`src/rtl/ttt_game_controller.sv`:
```
// -----------------------------------------------------------------------------
// ttt_game_controller
//
// Sequences a two-player tic-tac-toe game and owns the 9-cell board register.
// Turns alternate between player 1 (code 01) and player 2 (code 10). A move is
// offered with move_valid/move_pos and taken while move_ready is high. If a
// turn runs out of time the controller places the mover's mark in the
// lowest-numbered empty cell. After every placed mark one CHECK cycle looks
// for a completed line or a full board on the registered board and latches
// the result.
//
// Parameters:
//   TURN_TIMEOUT  cycles allowed per turn
//   TW            width of the turn timer (must hold TURN_TIMEOUT)
//
// Ports:
//   clk         system clock, rising edge
//   rst         synchronous active-high reset
//   start       begin new game (honoured in IDLE / GAME_OVER only)
//   move_valid  player presents a move
//   move_pos    target cell 1..9, row-major, 1 = top-left
//   move_ready  controller accepts moves (TURN state)
//   board       cell k in bits [2k-1:2k-2]; 00 empty, 01 P1, 10 P2
//   turn        player to move (01/10), 00 in IDLE and GAME_OVER
//   timer       remaining cycles in the current turn
//   move_err    one-cycle pulse after a rejected move
//   timeout     one-cycle pulse after an automatic move
//   game_over   game finished
//   winner      winning player code, 00 on draw or while playing
//   draw        board full with no winner
//
// Optional build macro TTT_SCORE_EN adds saturating 4-bit result counters
// score_p1, score_p2 and score_draw, cleared only by rst.
// -----------------------------------------------------------------------------
module ttt_game_controller #(
    parameter int unsigned TURN_TIMEOUT = 32'd750000000,
    parameter int unsigned TW           = 32'd30
) (
    input  logic          clk,
    input  logic          rst,
    input  logic          start,
    input  logic          move_valid,
    input  logic [3:0]    move_pos,
    output logic          move_ready,
    output logic [17:0]   board,
    output logic [1:0]    turn,
    output logic [TW-1:0] timer,
    output logic          move_err,
    output logic          timeout,
    output logic          game_over,
    output logic [1:0]    winner,
    output logic          draw
`ifdef TTT_SCORE_EN
    ,
    output logic [3:0]    score_p1,
    output logic [3:0]    score_p2,
    output logic [3:0]    score_draw
`endif
);

    typedef enum logic [1:0] {
        S_IDLE  = 2'd0,
        S_TURN  = 2'd1,
        S_CHECK = 2'd2,
        S_OVER  = 2'd3
    } state_t;

    localparam logic [TW-1:0] TIMER_RELOAD = TW'(TURN_TIMEOUT - 32'd1);

    // Read cell k (1..9); any other index reads as empty.
    function automatic logic [1:0] cell_of(input logic [17:0] b, input int unsigned k);
        logic [1:0] v;
        v = 2'b00;
        for (int unsigned i = 32'd1; i <= 32'd9; i++) begin
            if (i == k) begin
                v = b[(i - 32'd1) * 32'd2 +: 2];
            end
        end
        return v;
    endfunction

    // Return b with cell k (1..9) overwritten by code v.
    function automatic logic [17:0] set_cell(input logic [17:0] b, input int unsigned k,
                                             input logic [1:0] v);
        logic [17:0] r;
        r = b;
        for (int unsigned i = 32'd1; i <= 32'd9; i++) begin
            if (i == k) begin
                r[(i - 32'd1) * 32'd2 +: 2] = v;
            end
        end
        return r;
    endfunction

    // Owner code of a line when all three cells hold the same mark, else 00.
    function automatic logic [1:0] line_owner(input logic [17:0] b, input int unsigned a,
                                              input int unsigned c, input int unsigned d);
        logic [1:0] x;
        x = cell_of(b, a);
        if ((x != 2'b00) && (x == cell_of(b, c)) && (x == cell_of(b, d))) begin
            return x;
        end else begin
            return 2'b00;
        end
    endfunction

    // Winner detection over the eight lines. Only the mover can complete a
    // line, so OR-ing the owners yields a single player code.
    function automatic logic [1:0] winner_detector(input logic [17:0] b);
        return line_owner(b, 32'd1, 32'd2, 32'd3) | line_owner(b, 32'd4, 32'd5, 32'd6)
             | line_owner(b, 32'd7, 32'd8, 32'd9) | line_owner(b, 32'd1, 32'd4, 32'd7)
             | line_owner(b, 32'd2, 32'd5, 32'd8) | line_owner(b, 32'd3, 32'd6, 32'd9)
             | line_owner(b, 32'd1, 32'd5, 32'd9) | line_owner(b, 32'd3, 32'd5, 32'd7);
    endfunction

    // Lowest-numbered empty cell, 0 when the board is full.
    function automatic int unsigned first_empty(input logic [17:0] b);
        int unsigned p;
        p = 32'd0;
        for (int unsigned i = 32'd9; i >= 32'd1; i--) begin
            if (cell_of(b, i) == 2'b00) begin
                p = i;
            end
        end
        return p;
    endfunction

    state_t        state_q, state_d;
    logic [17:0]   board_q, board_d;
    logic [1:0]    turn_q, turn_d;
    logic [TW-1:0] timer_q, timer_d;
    logic          move_ready_q, move_ready_d;
    logic          move_err_q, move_err_d;
    logic          timeout_q, timeout_d;
    logic          game_over_q, game_over_d;
    logic [1:0]    winner_q, winner_d;
    logic          draw_q, draw_d;
`ifdef TTT_SCORE_EN
    logic [3:0]    score_p1_q, score_p1_d;
    logic [3:0]    score_p2_q, score_p2_d;
    logic [3:0]    score_draw_q, score_draw_d;
`endif

    logic       pos_in_range;
    logic       move_ok;
    logic [1:0] win_who;
    logic       board_full;

    // Move legality and result detection on the registered board.
    always_comb begin
        pos_in_range = (move_pos >= 4'd1) && (move_pos <= 4'd9);
        move_ok      = move_valid && pos_in_range
                       && (cell_of(board_q, 32'(move_pos)) == 2'b00);
        win_who      = winner_detector(board_q);
        board_full   = (first_empty(board_q) == 32'd0);
    end

    // Next-state and next-output computation for the game sequencer.
    always_comb begin
        state_d      = state_q;
        board_d      = board_q;
        turn_d       = turn_q;
        timer_d      = timer_q;
        move_ready_d = move_ready_q;
        move_err_d   = 1'b0;
        timeout_d    = 1'b0;
        game_over_d  = game_over_q;
        winner_d     = winner_q;
        draw_d       = draw_q;
`ifdef TTT_SCORE_EN
        score_p1_d   = score_p1_q;
        score_p2_d   = score_p2_q;
        score_draw_d = score_draw_q;
`endif
        case (state_q)
            S_IDLE, S_OVER: begin
                if (start) begin
                    board_d      = 18'd0;
                    turn_d       = 2'b01;
                    timer_d      = TIMER_RELOAD;
                    move_ready_d = 1'b1;
                    game_over_d  = 1'b0;
                    winner_d     = 2'b00;
                    draw_d       = 1'b0;
                    state_d      = S_TURN;
                end else begin
                    state_d = state_q;
                end
            end
            S_TURN: begin
                if (move_ok) begin
                    // A legal move wins over an expiring timer; timer freezes.
                    board_d      = set_cell(board_q, 32'(move_pos), turn_q);
                    move_ready_d = 1'b0;
                    state_d      = S_CHECK;
                end else begin
                    move_err_d = move_valid;
                    if (timer_q == {TW{1'b0}}) begin
                        board_d      = set_cell(board_q, first_empty(board_q), turn_q);
                        timeout_d    = 1'b1;
                        move_ready_d = 1'b0;
                        state_d      = S_CHECK;
                    end else begin
                        timer_d = timer_q - TW'(1'b1);
                    end
                end
            end
            S_CHECK: begin
                if ((win_who != 2'b00) || board_full) begin
                    game_over_d  = 1'b1;
                    winner_d     = win_who;
                    draw_d       = (win_who == 2'b00);
                    turn_d       = 2'b00;
                    move_ready_d = 1'b0;
                    state_d      = S_OVER;
`ifdef TTT_SCORE_EN
                    if (win_who == 2'b01) begin
                        score_p1_d = (score_p1_q == 4'd15) ? 4'd15 : score_p1_q + 4'd1;
                    end else if (win_who == 2'b10) begin
                        score_p2_d = (score_p2_q == 4'd15) ? 4'd15 : score_p2_q + 4'd1;
                    end else begin
                        score_draw_d = (score_draw_q == 4'd15) ? 4'd15 : score_draw_q + 4'd1;
                    end
`endif
                end else begin
                    turn_d       = ~turn_q;
                    timer_d      = TIMER_RELOAD;
                    move_ready_d = 1'b1;
                    state_d      = S_TURN;
                end
            end
            default: begin
                state_d = S_IDLE;
            end
        endcase
    end

    // State and output registers with synchronous reset.
    always_ff @(posedge clk) begin
        if (rst) begin
            state_q      <= S_IDLE;
            board_q      <= 18'd0;
            turn_q       <= 2'b00;
            timer_q      <= {TW{1'b0}};
            move_ready_q <= 1'b0;
            move_err_q   <= 1'b0;
            timeout_q    <= 1'b0;
            game_over_q  <= 1'b0;
            winner_q     <= 2'b00;
            draw_q       <= 1'b0;
`ifdef TTT_SCORE_EN
            score_p1_q   <= 4'd0;
            score_p2_q   <= 4'd0;
            score_draw_q <= 4'd0;
`endif
        end else begin
            state_q      <= state_d;
            board_q      <= board_d;
            turn_q       <= turn_d;
            timer_q      <= timer_d;
            move_ready_q <= move_ready_d;
            move_err_q   <= move_err_d;
            timeout_q    <= timeout_d;
            game_over_q  <= game_over_d;
            winner_q     <= winner_d;
            draw_q       <= draw_d;
`ifdef TTT_SCORE_EN
            score_p1_q   <= score_p1_d;
            score_p2_q   <= score_p2_d;
            score_draw_q <= score_draw_d;
`endif
        end
    end

    assign move_ready = move_ready_q;
    assign board      = board_q;
    assign turn       = turn_q;
    assign timer      = timer_q;
    assign move_err   = move_err_q;
    assign timeout    = timeout_q;
    assign game_over  = game_over_q;
    assign winner     = winner_q;
    assign draw       = draw_q;
`ifdef TTT_SCORE_EN
    assign score_p1   = score_p1_q;
    assign score_p2   = score_p2_q;
    assign score_draw = score_draw_q;
`endif

endmodule

```
`config.mk`:
```
export PLATFORM = sky130hd
export DESIGN_NAME = ttt_game_controller
export DESIGN_NICKNAME = d
export VERILOG_FILES = /design/src/rtl/ttt_game_controller.sv
export SDC_FILE = /design/constraint.sdc
export NUM_CORES = 1
export LEC_CHECK = 0
export CAP_MARGIN = 20
export CORE_MARGIN = 2
export CORE_UTILIZATION = 55
export CTS_BUF_LIST = sky130_fd_sc_hd__clkbuf_8
export CTS_CLUSTER_SIZE = 25
export DETAILED_ROUTE_END_ITERATION = 10
export HOLD_SLACK_MARGIN = 0.03
export PLACE_DENSITY = 0.8
export SYNTH_ARGS = -nofsm -noshare
export SYNTH_HDL_FRONTEND = slang
export SYNTH_SLANG_ARGS = --single-unit
```
`constraint.sdc`:
```
create_clock -name clk -period 2.9 [get_ports clk]
set_clock_uncertainty 0.05 [all_clocks]
set_input_delay 0.435 -clock clk [delete_from_list [all_inputs] [get_ports clk]]
set_output_delay 0.435 -clock clk [all_outputs]
set_load 0.01 [all_outputs]
```
==> qor.csv, run 1 <==
metric,value,unit
Final Setup Violations,0,
TritonCTS buffer count,9,
Yosys warnings,0,
R2R depth,9,
"Cell Count, Final, Fillers Out",637,
Core Box Area,6460,µm²
total vias in the final route,3995,
Lkg Pwr,1.89,nW
Post-synth EDFFs,0,
Layout Nets,567,
main area contributors after synthesis,"dfxtp_1, xor2_1, nor2_1, nor3_1, o21ai_0",
Critical Path Source,move_pos[2],
fraction of layout cells with a size suffix above 1,17.7,%
HP Class,register to register,
"Reg clk slew, reported paths",0.07,ns
share of the synthesized area in the top cell type,31.7,%
worst-path maximum fanout,6,
Hold Path Stages,1,
Post-DP HPWL,7980,µm
Max IR drop VDD,0.000525,V
Hold Startpoint,game_over$_SDFFE_PP0P_,
"Distinct cells, synth",70,
Setup CP Type,input pin to register,
Slew HR,65.9,%
Synth Instances,455,
gr usage total,30.1,%
Reg-to-Reg End,timer[14]$_SDFFE_PP0P_,
synth-to-layout area growth,33.2,%
height of the die,86.3,µm
Worst Max-Slew Pin Slew,0.507,ns
"commonest non-fill, non-tap cell in the layout",clkdlybuf4s50_1,
Initial Util,57.6,%
Max-Cap Viols,0,
Inst Count DP,619,
most frequent cells in the layout,"clkdlybuf4s50_1, dfxtp_1, buf_4",
H-tree depth,3,
status,"finished, final reports clean",
CP Launch Type,input pin,
Tmin final,2.70,ns
root cell of the clock tree,clkbuf_8,
gp weighted congestion,0.926,
crit end category,register,
DRT Wirelength,10800,µm
DRT iter0 DRCs,366,
sequential share of the synthesized area,31.7,%
synthesized area per cell,8.18,µm²
synthesized cell area,3720,µm²
TritonCTS clock tree,done,
final worst path period share,93.2,%
reg2reg start,board[13]$_SDFFE_PP0P_,
vias per cell,6.27,
"FFs w/ async S/R, synth",0,%
"Clk Latency, worst-skew pair",0.35,ns
Routed Antenna Nets,0,
number of cell rows,29,
synthesized net count,467,
fin. max-slew vios,0,
I/O pin count,65,
Area after DPL,4720,µm²
"Design Area, Final",4960,µm²
WL per Instance,17.0,µm
Hold EP,game_over$_SDFFE_PP0P_,
drc violations,0,
Main synth FF type,dfxtp_1,
1st-pass router iterations,5,
RSZ-0062 raised after global routing,false,
die area,7440,µm²
Critical Path AT,2.93,ns
Post-Route Utilization,76.8,%
Diodes inserted,0,
# hold bufs at CTS,0,
Max Fclk,370,MHz
synthesis-stage register bit count,59,
CP Data Required Time,3.13,ns
power density over cell area,604,nW/µm²
flop-to-flop setup slack,0.20,ns
Fillers,495,
Synth area leader,dfxtp_1,
Port-buffer cells,64,
final hold violations,0,
first-pass GRT wire length,18000,µm
vias in the first global route,3817,
clk sinks,59,
WHS,0.414,ns
Clock Path Buffers,2,
Die X,86.3,µm
largest net degree at the start of global routing,36,
grt ovf,0,
initial antenna violation count,0,
[stage by stage]
step / TNS (ns) / total power [W] / setup WS [ns]
5_1_grt: 0 / 0.00315 / 0.00279
6_report: 0 / 0.00300 / 0.198
2_1_floorplan: 0 / 0.00171 / 0.364
3_5_place_dp: -5.57 / 0.00222 / -0.198
4_1_cts: 0 / 0.00296 / 0.113
3_3_place_gp: -0.643 / 0.00219 / -0.0855
[layer usage]
| layer | track usage [%] | vias to the layer above | share of wire, % |
|---|---|---|---|
| met3 | 5.52 | 30 | 6.8 |
| li1 | - | 1878 | - |
| met1 | 42.3 | 1906 | 46 |
| met2 | 45.4 | 181 | 45 |
| met4 | 12.9 | 0 | 2.6 |
| met5 | 0 | - | 0 |
[state kept, by name (all words and copies together), names as in the netlist]
signal      count
timeout         1
board          18
move_ready      1
winner          2
state_q         2
timer          30
draw            1
game_over       1
turn            2
move_err        1
[synth_stat cells, types with 3 or more instances]
library cell / number
o21ai_1: 9
or3_1: 12
nor4bb_1: 6
a21oi_1: 19
and3_1: 11
clkbuf_1: 12
nand2_1: 14
nand3b_1: 3
nand4_1: 9
dfxtp_1: 59
nor2b_1: 6
a21o_1: 3
nor2_1: 45
mux2i_1: 12
o21ai_0: 26
xor2_1: 23
buf_2: 10
nand3_1: 22
nand2b_1: 17
ha_1: 4
o22ai_1: 4
or2_2: 5
nor4_1: 6
or4_1: 8
inv_1: 8
o2111ai_1: 3
nor3_1: 32
buf_6: 6
a211oi_1: 4
a22o_1: 3
[power breakdown]
group	internal, W	total (W)	switching (W)
sequential	0.000924	0.00107	0.000143
clock	0.000395	0.000754	0.000360
combinational	0.000591	0.00118	0.000585
total	0.00191	0.00300	0.00109
[kinds of logic (layout without fill, tap and decap cells)]
kind of cell,count (synthesis),in the layout,synth area share [%]
buffers and inverters,38,143,5.58
flip-flops,59,59,31.7
XOR/XNOR,25,25,5.88
multiplexers,12,12,3.23
AO/OA/AOI/OAI,99,99,18.4
AND/OR/NAND/NOR,218,218,33.9
adder cells (fa/ha/maj),4,4,1.34
[final cells by class]
class / count / area (µm²) / share of cell area [%]
Timing Repair Buffer: 119 / 1100 / 22.3
Sequential cell: 59 / 1180 / 23.9
Inverter: 8 / 30.0 / 0.606
Clock buffer: 9 / 124 / 2.50
Tap cell: 77 / 96.3 / 1.94
Clock inverter: 7 / 71.3 / 1.44
Multi-Input combinational cell: 358 / 2350 / 47.4
[worst max-delay path, cell delays in order]
cell and delay [ns]:
clkdlybuf4s50_1 0.49, or4b_1 0.59, o32ai_2 0.14, o32ai_2 0.14
a21boi_2 0.24, buf_4 0.15, o211ai_2 0.08, nand2b_1 0.12
buf_4 0.15, o21bai_1 0.18, mux2i_1 0.22
[worst max path at each step]
stage	slack, ns	end	cells after the start
global placement	-0.09	board[17]$_SDFFE_PP0P_	8
CTS	0.11	timer[14]$_SDFFE_PP0P_	8
finish	0.20	board[11]$_SDFFE_PP0P_	11
detailed placement	-0.20	timer[14]$_SDFFE_PP0P_	10
global route	0.003	timer[27]$_SDFFE_PP0P_	10
floorplan	0.36	board[17]$_SDFFE_PP0P_	9
[repair_timing]
action / CTS / global route
setup endpoints to repair: 0 / 38
buffers inserted: 0 / 2
resized for setup: 0 / 6
Note: power is estimated with default switching activity, not from simulation.
==> run 2: changes to the inputs <==
SLEW_MARGIN = 20   (was not set)
==> results of run 2 <==
No change in the layout: final DEF, timing and power equal those of run 1.
==> run 3: changes to the inputs <==
CORE_ASPECT_RATIO = 1.75   (was not set)
CTS_CLUSTER_DIAMETER = 80   (was not set)
==> qor.csv, run 3 (same netlist as run 1, synthesis figures left out) <==
metric,value,unit,change
total vias in the final route,4006,,+0.28%
initial antenna violation count,0,,unchanged
internal power,0.00203,W,+6.4%
largest net degree at the start of global routing,50,,+39%
I/O pin count,65,,unchanged
WL met3,631,µm,-14%
Worst Max-Slew Pin Slew,0.657,ns,+0.151 ns
gp weighted congestion,1.01,,+8.7%
status,"finished, final reports clean",,
Post-CTS Setup Bufs,0,,unchanged
max layer used,met4,,
1st-pass router iterations,5,,unchanged
height of the die,113,µm,+31%
worst-path maximum fanout,5,,-1
Metal-1 WL,4090,µm,-17%
DRT iter0 DRCs,302,,-17%
Lkg Pwr,1.87,nW,-0.60%
Clock Path Buffers,2,,unchanged
HP Class,register to register,,
root cell of the clock tree,clkbuf_8,,
Final Setup Violations,0,,unchanged
"Clk Latency, worst-skew pair",0.35,ns,about the same
P_sw,0.00108,W,-0.48%
TritonCTS buffer count,9,,unchanged
pre-CTS setup slack,-0.217,ns,-0.0191 ns
synth-to-layout area growth,32.9,%,
Max-Cap Viols,0,,unchanged
Die X,66.2,µm,-23%
final worst path period share,94.8,%,+1.7 points
"Design Area, Final",4950,µm²,-0.25%
first-pass GRT wire length,19000,µm,+5.4%
grt ovf,0,,unchanged
vias per cell,6.29,,+0.28%
Max IR drop VDD,0.000407,V,-22%
Slew HR,55.7,%,-10 points
die area,7470,µm²,+0.34%
most frequent cells in the layout,"clkdlybuf4s50_1, dfxtp_1, buf_4",,
Comb pwr share,38.1,%,-1.1 points
crit end category,register,,
"Cell Count, Final, Fillers Out",637,,unchanged
RSZ-0062 raised after global routing,false,,
power share of the clock group,27.6,%,+2.4 points
Routed Antenna Nets,0,,unchanged
Core Box Area,6540,µm²,+1.2%
CP Launch Type,input pin,,
Sw Ratio,34.8,%,-1.5 points
Port-buffer cells,64,,unchanged
drc violations,0,,unchanged
clk sinks,59,,unchanged
H-tree depth,3,,unchanged
Diodes inserted,0,,unchanged
vias in the first global route,3950,,+3.5%
TritonCTS clock tree,done,,
final worst slack,0.150,ns,-0.0487 ns
Layout Nets,562,,-0.88%
number of flip-flops in the largest register,30,,unchanged
"Reg clk slew, reported paths",0.07,ns,about the same
fraction of layout cells with a size suffix above 1,17.8,%,+0.16 points
Max Fclk,364,MHz,-1.8%
CP Data Required Time,3.08,ns,-0.05 ns
Seq pwr share,34.3,%,-1.3 points
"commonest non-fill, non-tap cell in the layout",clkdlybuf4s50_1,,
gr usage total,33.1,%,+3.0 points
final hold violations,0,,unchanged
fin. max-slew vios,0,,unchanged
Inst Count DP,621,,+0.32%
Detail Route met2 WL,6510,µm,+34%
Initial Util,56.9,%,-0.71 points
number of cell rows,39,,+34%
WL per Instance,18.8,µm,+11%
Setup CP Type,input pin to register,,
Tmin final,2.75,ns,+0.0487 ns
DRT Wirelength,12000,µm,+11%
Area after DPL,4690,µm²,-0.61%
Post-DP HPWL,8930,µm,+12%
Post-Route Utilization,75.6,%,-1.1 points
power density over cell area,629,nW/µm²,+4.1%
Tot Pwr,0.00311,W,+3.9%
Critical Path AT,2.93,ns,about the same
-- run 3: changes by cell type in the layout (fill, tap and decap cells not counted), moves of 2 or more --
cell | previous run | this run
buf_12 | 4 | 2
buf_4 | 51 | 48
clkbuf_8 | 9 | 11
clkinv_2 | 0 | 3
clkinv_4 | 3 | 0
inv_1 | 10 | 8
nor3_1 | 31 | 29
nor3_2 | 1 | 3
-- run 3: area by class of cell --
cell class,count,area (µm²)
sequential,59,1180
clock inverter,5,75.1
tap,82,103
clock buffer,11,151
timing repair buffer,114,1040
fill,495,1590
inverter,8,30.0
multi-input combinational,358,2360
-- run 3: power by group through the flow --
| stage | clock network [W] | registers, W | logic (W) |
|---|---|---|---|
| after global placement | 0 | 0.00107 | 0.00113 |
| after detailed placement | 0 | 0.00108 | 0.00116 |
| after CTS | 0.000858 | 0.00106 | 0.00117 |
| after global routing | 0.000900 | 0.00108 | 0.00127 |
| final | 0.000858 | 0.00107 | 0.00119 |
| after floorplan | 0 | 0.00111 | 0.000605 |
-- run 3: stage by stage --
stage | TNS [ns] | hold WS, ns
after floorplan | 0 | 0.440
after global placement | -2.10 | 0.391
final | 0 | 0.410
after detailed placement | -5.57 | 0.399
after CTS | 0 | 0.414
after global routing | 0 | 0.440
-- run 3: timing repair --
action,4_1_cts,5_1_grt
hold buffers,0,0
gates resized for setup,0,9
endpoints found under the setup margin,0,16
-- run 3: per-layer routing --
| layer | vias up | global-route usage [%] |
|---|---|---|
| li1 | 1870 | - |
| met1 | 1892 | 31.1 |
| met2 | 182 | 62.9 |
| met3 | 62 | 5.37 |
| met4 | 0 | 20.8 |
| met5 | - | 0 |
-- run 3: path summary, 6_finish.rpt --
| check | start | to | slack, ns | cells past startpoint |
|---|---|---|---|---|
| hold / removal | game_over$_SDFFE_PP0P_ | game_over$_SDFFE_PP0P_ | 0.41 | 1 |
| setup / recovery | move_pos[3] | board[10]$_SDFFE_PP0P_ | 0.15 | 9 |
| hold reg to reg | game_over$_SDFFE_PP0P_ | game_over$_SDFFE_PP0P_ | 0.41 | 1 |
| setup reg to reg | timer[1]$_SDFFE_PP0P_ | timer[27]$_SDFFE_PP0P_ | 0.18 | 12 |
-- run 3: worst max-delay path, cell delays in order --
cell	delay, ns
clkdlybuf4s50_1	0.47
or4b_1	0.58
o32ai_1	0.17
o32ai_2	0.16
a21boi_2	0.27
nor2_1	0.16
nor3_2	0.31
o21bai_1	0.22
mux2i_1	0.16
